==> src/rtl/decoder_3lanpc_multi.sv <==
`default_nettype none
// ============================================================================
// Module      : decoder_3lanpc_multi
// Description : Multi-leg 3-level ANPC gate decoder. Each leg turns a 2-bit
//               level request into six gate signals, with overlap dead-time,
//               a forced zero dwell on P<->N, selectable O+/O- zero paths and a
//               shared sticky trip that turns every gate off.
// Revision    : 1.0 - initial release
// ============================================================================
module decoder_3lanpc_multi #(
    parameter int N_LEGS       = 3,
    parameter int TDELAY_WIDTH = 10
) (
    input  logic                      clk,
    input  logic                      rst,
    input  logic [TDELAY_WIDTH-1:0]   t_dead,
    input  logic [TDELAY_WIDTH-1:0]   t_zmin,
    input  logic [2*N_LEGS-1:0]       v_lev,
    input  logic [N_LEGS-1:0]         zero_sel,
    input  logic                      trip,
    input  logic                      trip_clr,
    output logic [6*N_LEGS-1:0]       S_out,
    output logic [N_LEGS-1:0]         busy,
    output logic                      faulted,
    output logic [N_LEGS-1:0]         illegal_req
);

    typedef enum logic [1:0] {
        STEADY = 2'd0,
        DEAD   = 2'd1,
        ZDWELL = 2'd2,
        FAULT  = 2'd3
    } state_e;

    localparam logic [1:0] c_lev_zero = 2'b00;
    localparam logic [1:0] c_lev_p    = 2'b01;
    localparam logic [1:0] c_lev_n    = 2'b10;
    localparam logic [1:0] c_lev_bad  = 2'b11;

    localparam logic [TDELAY_WIDTH-1:0] c_cnt_one = {{(TDELAY_WIDTH-1){1'b0}}, 1'b1};
    localparam logic [TDELAY_WIDTH-1:0] c_cnt_max = {TDELAY_WIDTH{1'b1}};

    // Gate pattern {S6..S1} for a level; the zero level depends on its path.
    function automatic logic [5:0] pat(input logic [1:0] lev, input logic zs);
        case (lev)
            c_lev_p:    pat = 6'b100011;
            c_lev_n:    pat = 6'b011100;
            c_lev_zero: pat = zs ? 6'b100100 : 6'b010010;
            default:    pat = 6'b000000;
        endcase
    endfunction

    // Terminal counts: a zero interval behaves as one cycle.
    logic [TDELAY_WIDTH-1:0] dead_lim;
    logic [TDELAY_WIDTH-1:0] zmin_lim;
    assign dead_lim = (t_dead == '0) ? '0 : (t_dead - c_cnt_one);
    assign zmin_lim = (t_zmin == '0) ? '0 : (t_zmin - c_cnt_one);

    // Shared fault latch and the "just released from reset" marker.
    logic faulted_d, faulted_q;
    logic init_d, init_q;

    // Trip sets the latch and wins over a clear; a clear only works with trip low.
    always_comb begin
        faulted_d = faulted_q;
        init_d    = 1'b0;
        if (trip) begin
            faulted_d = 1'b1;
        end else if (trip_clr) begin
            faulted_d = 1'b0;
        end
    end

    // Shared flops; reset is synchronous and active-low.
    always_ff @(posedge clk) begin
        if (!rst) begin
            faulted_q <= 1'b0;
            init_q    <= 1'b1;
        end else begin
            faulted_q <= faulted_d;
            init_q    <= init_d;
        end
    end

    assign faulted = faulted_q;

    generate
        for (genvar i = 0; i < N_LEGS; i++) begin : g_leg
            state_e                  state_d, state_q;
            logic [1:0]              cur_lev_d, cur_lev_q;
            logic                    cur_zsel_d, cur_zsel_q;
            logic [1:0]              tgt_lev_d, tgt_lev_q;
            logic                    tgt_zsel_d, tgt_zsel_q;
            logic [1:0]              final_lev_d, final_lev_q;
            logic                    final_pend_d, final_pend_q;
            logic [TDELAY_WIDTH-1:0] cnt_d, cnt_q;
            logic [TDELAY_WIDTH-1:0] lim_d, lim_q;
            logic [5:0]              s_d, s_q;
            logic                    busy_d, busy_q;
            logic                    illegal_d, illegal_q;

            logic [1:0]              req;
            logic                    zs;
            logic                    cnt_done;
            logic [TDELAY_WIDTH-1:0] cnt_inc;
            logic [1:0]              start_tgt;
            logic                    start_pn;

            assign req      = v_lev[2*i +: 2];
            assign zs       = zero_sel[i];
            assign cnt_done = (cnt_q == lim_q);
            assign cnt_inc  = (cnt_q == c_cnt_max) ? cnt_q : (cnt_q + c_cnt_one);
            assign start_pn = ((cur_lev_q == c_lev_p) && (req == c_lev_n)) ||
                              ((cur_lev_q == c_lev_n) && (req == c_lev_p));
            assign start_tgt = start_pn ? c_lev_zero : req;

            // Next-state, next-gates and interval timing for this leg.
            always_comb begin
                state_d      = state_q;
                cur_lev_d    = cur_lev_q;
                cur_zsel_d   = cur_zsel_q;
                tgt_lev_d    = tgt_lev_q;
                tgt_zsel_d   = tgt_zsel_q;
                final_lev_d  = final_lev_q;
                final_pend_d = final_pend_q;
                cnt_d        = cnt_q;
                lim_d        = lim_q;
                s_d          = s_q;
                busy_d       = busy_q;
                illegal_d    = 1'b0;

                if (trip) begin
                    state_d      = FAULT;
                    s_d          = 6'b000000;
                    busy_d       = 1'b0;
                    final_pend_d = 1'b0;
                end else begin
                    case (state_q)
                        STEADY: begin
                            busy_d = 1'b0;
                            if (req == c_lev_bad) begin
                                illegal_d = 1'b1;
                            end else if ((req != cur_lev_q) ||
                                         ((cur_lev_q == c_lev_zero) && (zs != cur_zsel_q))) begin
                                tgt_lev_d    = start_tgt;
                                tgt_zsel_d   = zs;
                                final_lev_d  = req;
                                final_pend_d = start_pn;
                                s_d          = pat(cur_lev_q, cur_zsel_q) & pat(start_tgt, zs);
                                state_d      = DEAD;
                                cnt_d        = '0;
                                lim_d        = dead_lim;
                                busy_d       = 1'b1;
                            end
                        end
                        DEAD: begin
                            if (init_q) begin
                                // First edge out of reset opens the interval.
                                cnt_d  = '0;
                                lim_d  = dead_lim;
                                busy_d = 1'b1;
                            end else if (cnt_done) begin
                                cur_lev_d  = tgt_lev_q;
                                cur_zsel_d = tgt_zsel_q;
                                s_d        = pat(tgt_lev_q, tgt_zsel_q);
                                if (final_pend_q) begin
                                    state_d = ZDWELL;
                                    cnt_d   = '0;
                                    lim_d   = zmin_lim;
                                    busy_d  = 1'b1;
                                end else begin
                                    state_d = STEADY;
                                    busy_d  = 1'b0;
                                end
                            end else begin
                                cnt_d = cnt_inc;
                            end
                        end
                        ZDWELL: begin
                            if (cnt_done) begin
                                tgt_lev_d    = final_lev_q;
                                final_pend_d = 1'b0;
                                s_d          = pat(cur_lev_q, cur_zsel_q) & pat(final_lev_q, 1'b0);
                                state_d      = DEAD;
                                cnt_d        = '0;
                                lim_d        = dead_lim;
                                busy_d       = 1'b1;
                            end else begin
                                cnt_d = cnt_inc;
                            end
                        end
                        default: begin
                            // FAULT: recover through an all-off interval to zero.
                            busy_d = 1'b0;
                            if (trip_clr) begin
                                state_d      = DEAD;
                                s_d          = 6'b000000;
                                tgt_lev_d    = c_lev_zero;
                                tgt_zsel_d   = zs;
                                final_pend_d = 1'b0;
                                cnt_d        = '0;
                                lim_d        = dead_lim;
                                busy_d       = 1'b1;
                            end
                        end
                    endcase
                end
            end

            // Leg registers; reset parks the leg in an all-off interval toward zero.
            always_ff @(posedge clk) begin
                if (!rst) begin
                    state_q      <= DEAD;
                    cur_lev_q    <= c_lev_zero;
                    cur_zsel_q   <= 1'b0;
                    tgt_lev_q    <= c_lev_zero;
                    tgt_zsel_q   <= zs;
                    final_lev_q  <= c_lev_zero;
                    final_pend_q <= 1'b0;
                    cnt_q        <= '0;
                    lim_q        <= dead_lim;
                    s_q          <= 6'b000000;
                    busy_q       <= 1'b0;
                    illegal_q    <= 1'b0;
                end else begin
                    state_q      <= state_d;
                    cur_lev_q    <= cur_lev_d;
                    cur_zsel_q   <= cur_zsel_d;
                    tgt_lev_q    <= tgt_lev_d;
                    tgt_zsel_q   <= tgt_zsel_d;
                    final_lev_q  <= final_lev_d;
                    final_pend_q <= final_pend_d;
                    cnt_q        <= cnt_d;
                    lim_q        <= lim_d;
                    s_q          <= s_d;
                    busy_q       <= busy_d;
                    illegal_q    <= illegal_d;
                end
            end

            assign S_out[6*i +: 6] = s_q;
            assign busy[i]         = busy_q;
            assign illegal_req[i]  = illegal_q;
        end
    endgenerate

endmodule
`default_nettype wire

==> config.mk <==
export PLATFORM = sky130hd
export DESIGN_NAME = decoder_3lanpc_multi
export DESIGN_NICKNAME = d
export VERILOG_FILES = /design/src/rtl/decoder_3lanpc_multi.sv
export SDC_FILE = /design/constraint.sdc
export NUM_CORES = 1
export LEC_CHECK = 0
export BUFFER_PORTS_ARGS = -buffer_cell sky130_fd_sc_hd__buf_4
export CORE_MARGIN = 8
export CORE_UTILIZATION = 40
export CTS_CLUSTER_DIAMETER = 50
export DETAILED_ROUTE_END_ITERATION = 10
export PLACE_DENSITY = 0.64
export SYNTH_ARGS = -nofsm -noshare
export SYNTH_HDL_FRONTEND = slang
export SYNTH_SLANG_ARGS = --single-unit
==> constraint.sdc <==
create_clock -name clk -period 5.8 [get_ports clk]
set_input_delay 1.16 -clock clk [delete_from_list [all_inputs] [get_ports clk]]
set_output_delay 1.16 -clock clk [all_outputs]
set_load 0.01 [all_outputs]
==> results.py <==
metrics = {
    "status": {
        "status": "finished, final reports clean",
    },
    "place": {
        "place.gp.congestion": 0.872,
        "port_buffers": 57,
        "numPlacedInstances": 1166,
        "hpwl_mm": 14.2,
    },
    "logic_synthesis": {
        "synth_flop_cell": "dfxtp_1",
        "synth_edf_count": 33,
        "syn_nets": 985,
        "yosys_warnings": 0,
        "ys_ff_latch": 119,
        "synth_area_um2": 7640,
        "synthArstFlopShare_pct": 0,
        "ys_types": 70,
        "yosysSeqAreaShare_pct": 35.5,
        "syn_inst": 932,
        "syn_avg_cell_area_um2": 8.20,
    },
    "clocking": {
        "cts_setup_buffers": 0,
        "cts_root_buffer": "clkbuf_16",
        "cts_max_level": 4,
        "cts.repair.resized": 0,
        "cts_buffers": 17,
        "cts_tree": "done",
        "clk_pin_slew_ns": 0.05,
        "clockBufferDepth": 2,
        "cts_sinks": 119,
        "cts_hold_buf": 0,
        "insertion_delay_ns": 0.42,
    },
    "drt": {
        "drt_iter0_drc": 484,
        "drtPass1Iterations": 5,
        "via_count": 7031,
        "drtAntennaViolNets": 0,
        "routedWlPerCell_um": 16.5,
        "wirelength_mm": 19.8,
        "drt-vias-per-instance": 5.87,
        "detail_route.drc_violations": 0,
    },
    "critical_path": {
        "crit_fanout": 16,
        "crit_type": "input pin to flop",
        "end_kind": "flop",
        "arrival_ns": 3.65,
        "max_stage_delay_ns": 1.08,
        "critPathBufInv": 2,
        "path_cells": "buf_4, inv_1, nand2_1, o31ai_1, o21ai_0, mux2_2",
        "cp.required_ns": 6.11,
        "critPathLaunchType": "input pin",
        "cp.depth": 6,
        "critPathTopFamily": "compound AO/OA/AOI/OAI gates",
        "slowest_stage": "o31ai_1",
        "reg2reg_depth": 8,
    },
    "finish": {
        "regArea_um2": 2710,
        "area_delta_synth_final_pct": 14.4,
        "n_antenna_cell": 0,
        "fill_cells": 1810,
        "layout.cells.non_filler": 1198,
        "nets": 1004,
        "mostFrequentLayoutCells": "89 x nor2_1, 86 x dfxtp_1, 67 x o21ai_0, 67 x a21oi_1, 63 x nand2_1",
        "final_common_cell": "nor2_1",
        "utilization_pct": 46.7,
        "multi_input_area_um2": 4530,
        "drive_above_1_share_pct": 11.9,
    },
    "global_routing": {
        "grt_pass1_vias": 6429,
        "grt_pass1_wl_mm": 32.4,
        "track_usage_pct": 16.5,
        "antenna_found_initial": 0,
        "grt.overflow.total": 0,
        "grt_max_degree": 34,
    },
    "sta": {
        "finalHoldViolCount": 0,
        "rsz0062_at_grt": "false",
        "skew_ns": 0.00640,
        "slew_headroom_pct": 14.3,
        "fin_crit_ns": 3.34,
        "setup_violations": 0,
        "drv_slew": 0,
        "timing.fmax_ghz": 0.299,
        "final.period_utilization_pct": 57.6,
        "finalHoldWorstSlack_ns": 0.452,
        "fin_tns_setup_ns": 0,
        "worst_pin_slew_ns": 1.27,
    },
    "die": {
        "core_um2": 18700,
        "die_area_um2": 23800,
        "row_count": 50,
        "die_height_um": 154,
        "ioPinCount": 58,
        "die_w_um": 154,
        "start_util_pct": 40.8,
    },
    "pwr": {
        "total_power_mw": 2.30,
        "max-vdd-ir-drop_mv": 0.183,
        "p_per_area_nw_per_um2": 263,
        "p_leak_nw": 3.30,
    },
    "worst_hold_path": {
        "hold_path.class": "flop to flop",
        "hold_path_depth": 2,
    },
    "job": {
        "max_cap_viol_count": 0,
    },
}
-- power breakdown --
part / total (mW) / switching (mW) / leakage, nW / internal (mW)
Clock: 1.08 / 0.387 / 0.282 / 0.695
Sequential: 0.924 / 0.0256 / 1.03 / 0.898
Combinational: 0.293 / 0.183 / 1.99 / 0.110
-- layer usage --
layer | track usage, % | share of wire [%] | vias to the layer above
li1 | - | - | 3491
met1 | 22.3 | 49 | 3296
met2 | 25.4 | 44 | 214
met3 | 3.37 | 5.1 | 30
met4 | 6.11 | 1.7 | 0
met5 | 0 | 0 | -
-- per-stage QoR --
step | setup WS [ns] | area, um2
4_1_cts | 2.45 | 8740
3_5_place_dp | 1.99 | 8130
2_1_floorplan | 2.36 | 7640
5_1_grt | 2.19 | 8740
6_report | 2.46 | 8740
3_3_place_gp | 2.08 | 8130
-- synthesized netlist by cell type, types with 20 or more instances --
cell type	number	area, um2
ha_1	20	250
nand3_1	35	175
clkbuf_1	47	176
inv_1	37	139
mux2i_1	30	300
nor2_1	89	334
a21oi_1	67	335
o22ai_1	21	131
nor2b_1	22	138
xor2_1	30	263
dfxtp_1	86	1720
nor3_1	35	175
edfxtp_1	33	991
nand2_1	63	236
o21ai_0	67	335
-- sequential cells by signal, summed over array words and instances (netlist names), 3 cells and up --
register / cells
g_leg.final_pend_q: 3
g_leg.illegal_q: 3
g_leg.tgt_zsel_q: 3
g_leg.state_q: 6
g_leg.cnt_q: 30
g_leg.busy_q: 3
g_leg.final_lev_q: 6
g_leg.s_q: 18
g_leg.lim_q: 30
g_leg.cur_zsel_q: 3
g_leg.cur_lev_q: 6
g_leg.tgt_lev_q: 6
-- cell families (layout without fill, tap and decap cells) --
group | Yosys count | count (layout) | share of synthesized area, %
flops | 119 | 119 | 35.5
xor+xnor | 47 | 47 | 5.39
buf+inv | 98 | 130 | 5.23
mux | 33 | 33 | 4.37
fa+ha+maj | 20 | 20 | 3.28
simple gates | 342 | 342 | 22.7
compound gates | 273 | 273 | 23.5
-- worst paths after layout --
check	from	endpoint	slack, ns
worst max-delay path	trip	g_leg[1].cnt_q[0]	2.46
worst min-delay path	g_leg[1].s_q[4]	g_leg[1].s_q[4]	0.45
worst max register to register	g_leg[1].state_q[1]	g_leg[1].cnt_q[0]	2.51
worst min register to register	g_leg[1].s_q[4]	g_leg[1].s_q[4]	0.45
-- area by class of cell --
| cell class | instances | share of cell area [%] |
|---|---|---|
| repair buffers | 60 | 5.15 |
| clock buffers | 20 | 5.23 |
| multi-input cells | 715 | 51.9 |
| inverters | 38 | 1.63 |
| well taps | 234 | 3.35 |
| flip-flops and latches | 119 | 31.0 |
| clock inverters | 12 | 1.72 |
-- worst reg2reg max path, cell delays in order (launching register included) --
cell	delay, ns
dfxtp_1	0.39
inv_1	0.12
ha_1	0.34
nor2b_1	0.22
and2_0	0.20
and4_2	0.23
o31ai_1	1.01
o21ai_0	0.32
mux2_2	0.35
No activity file was read; power rests on OpenSTA's default activity.
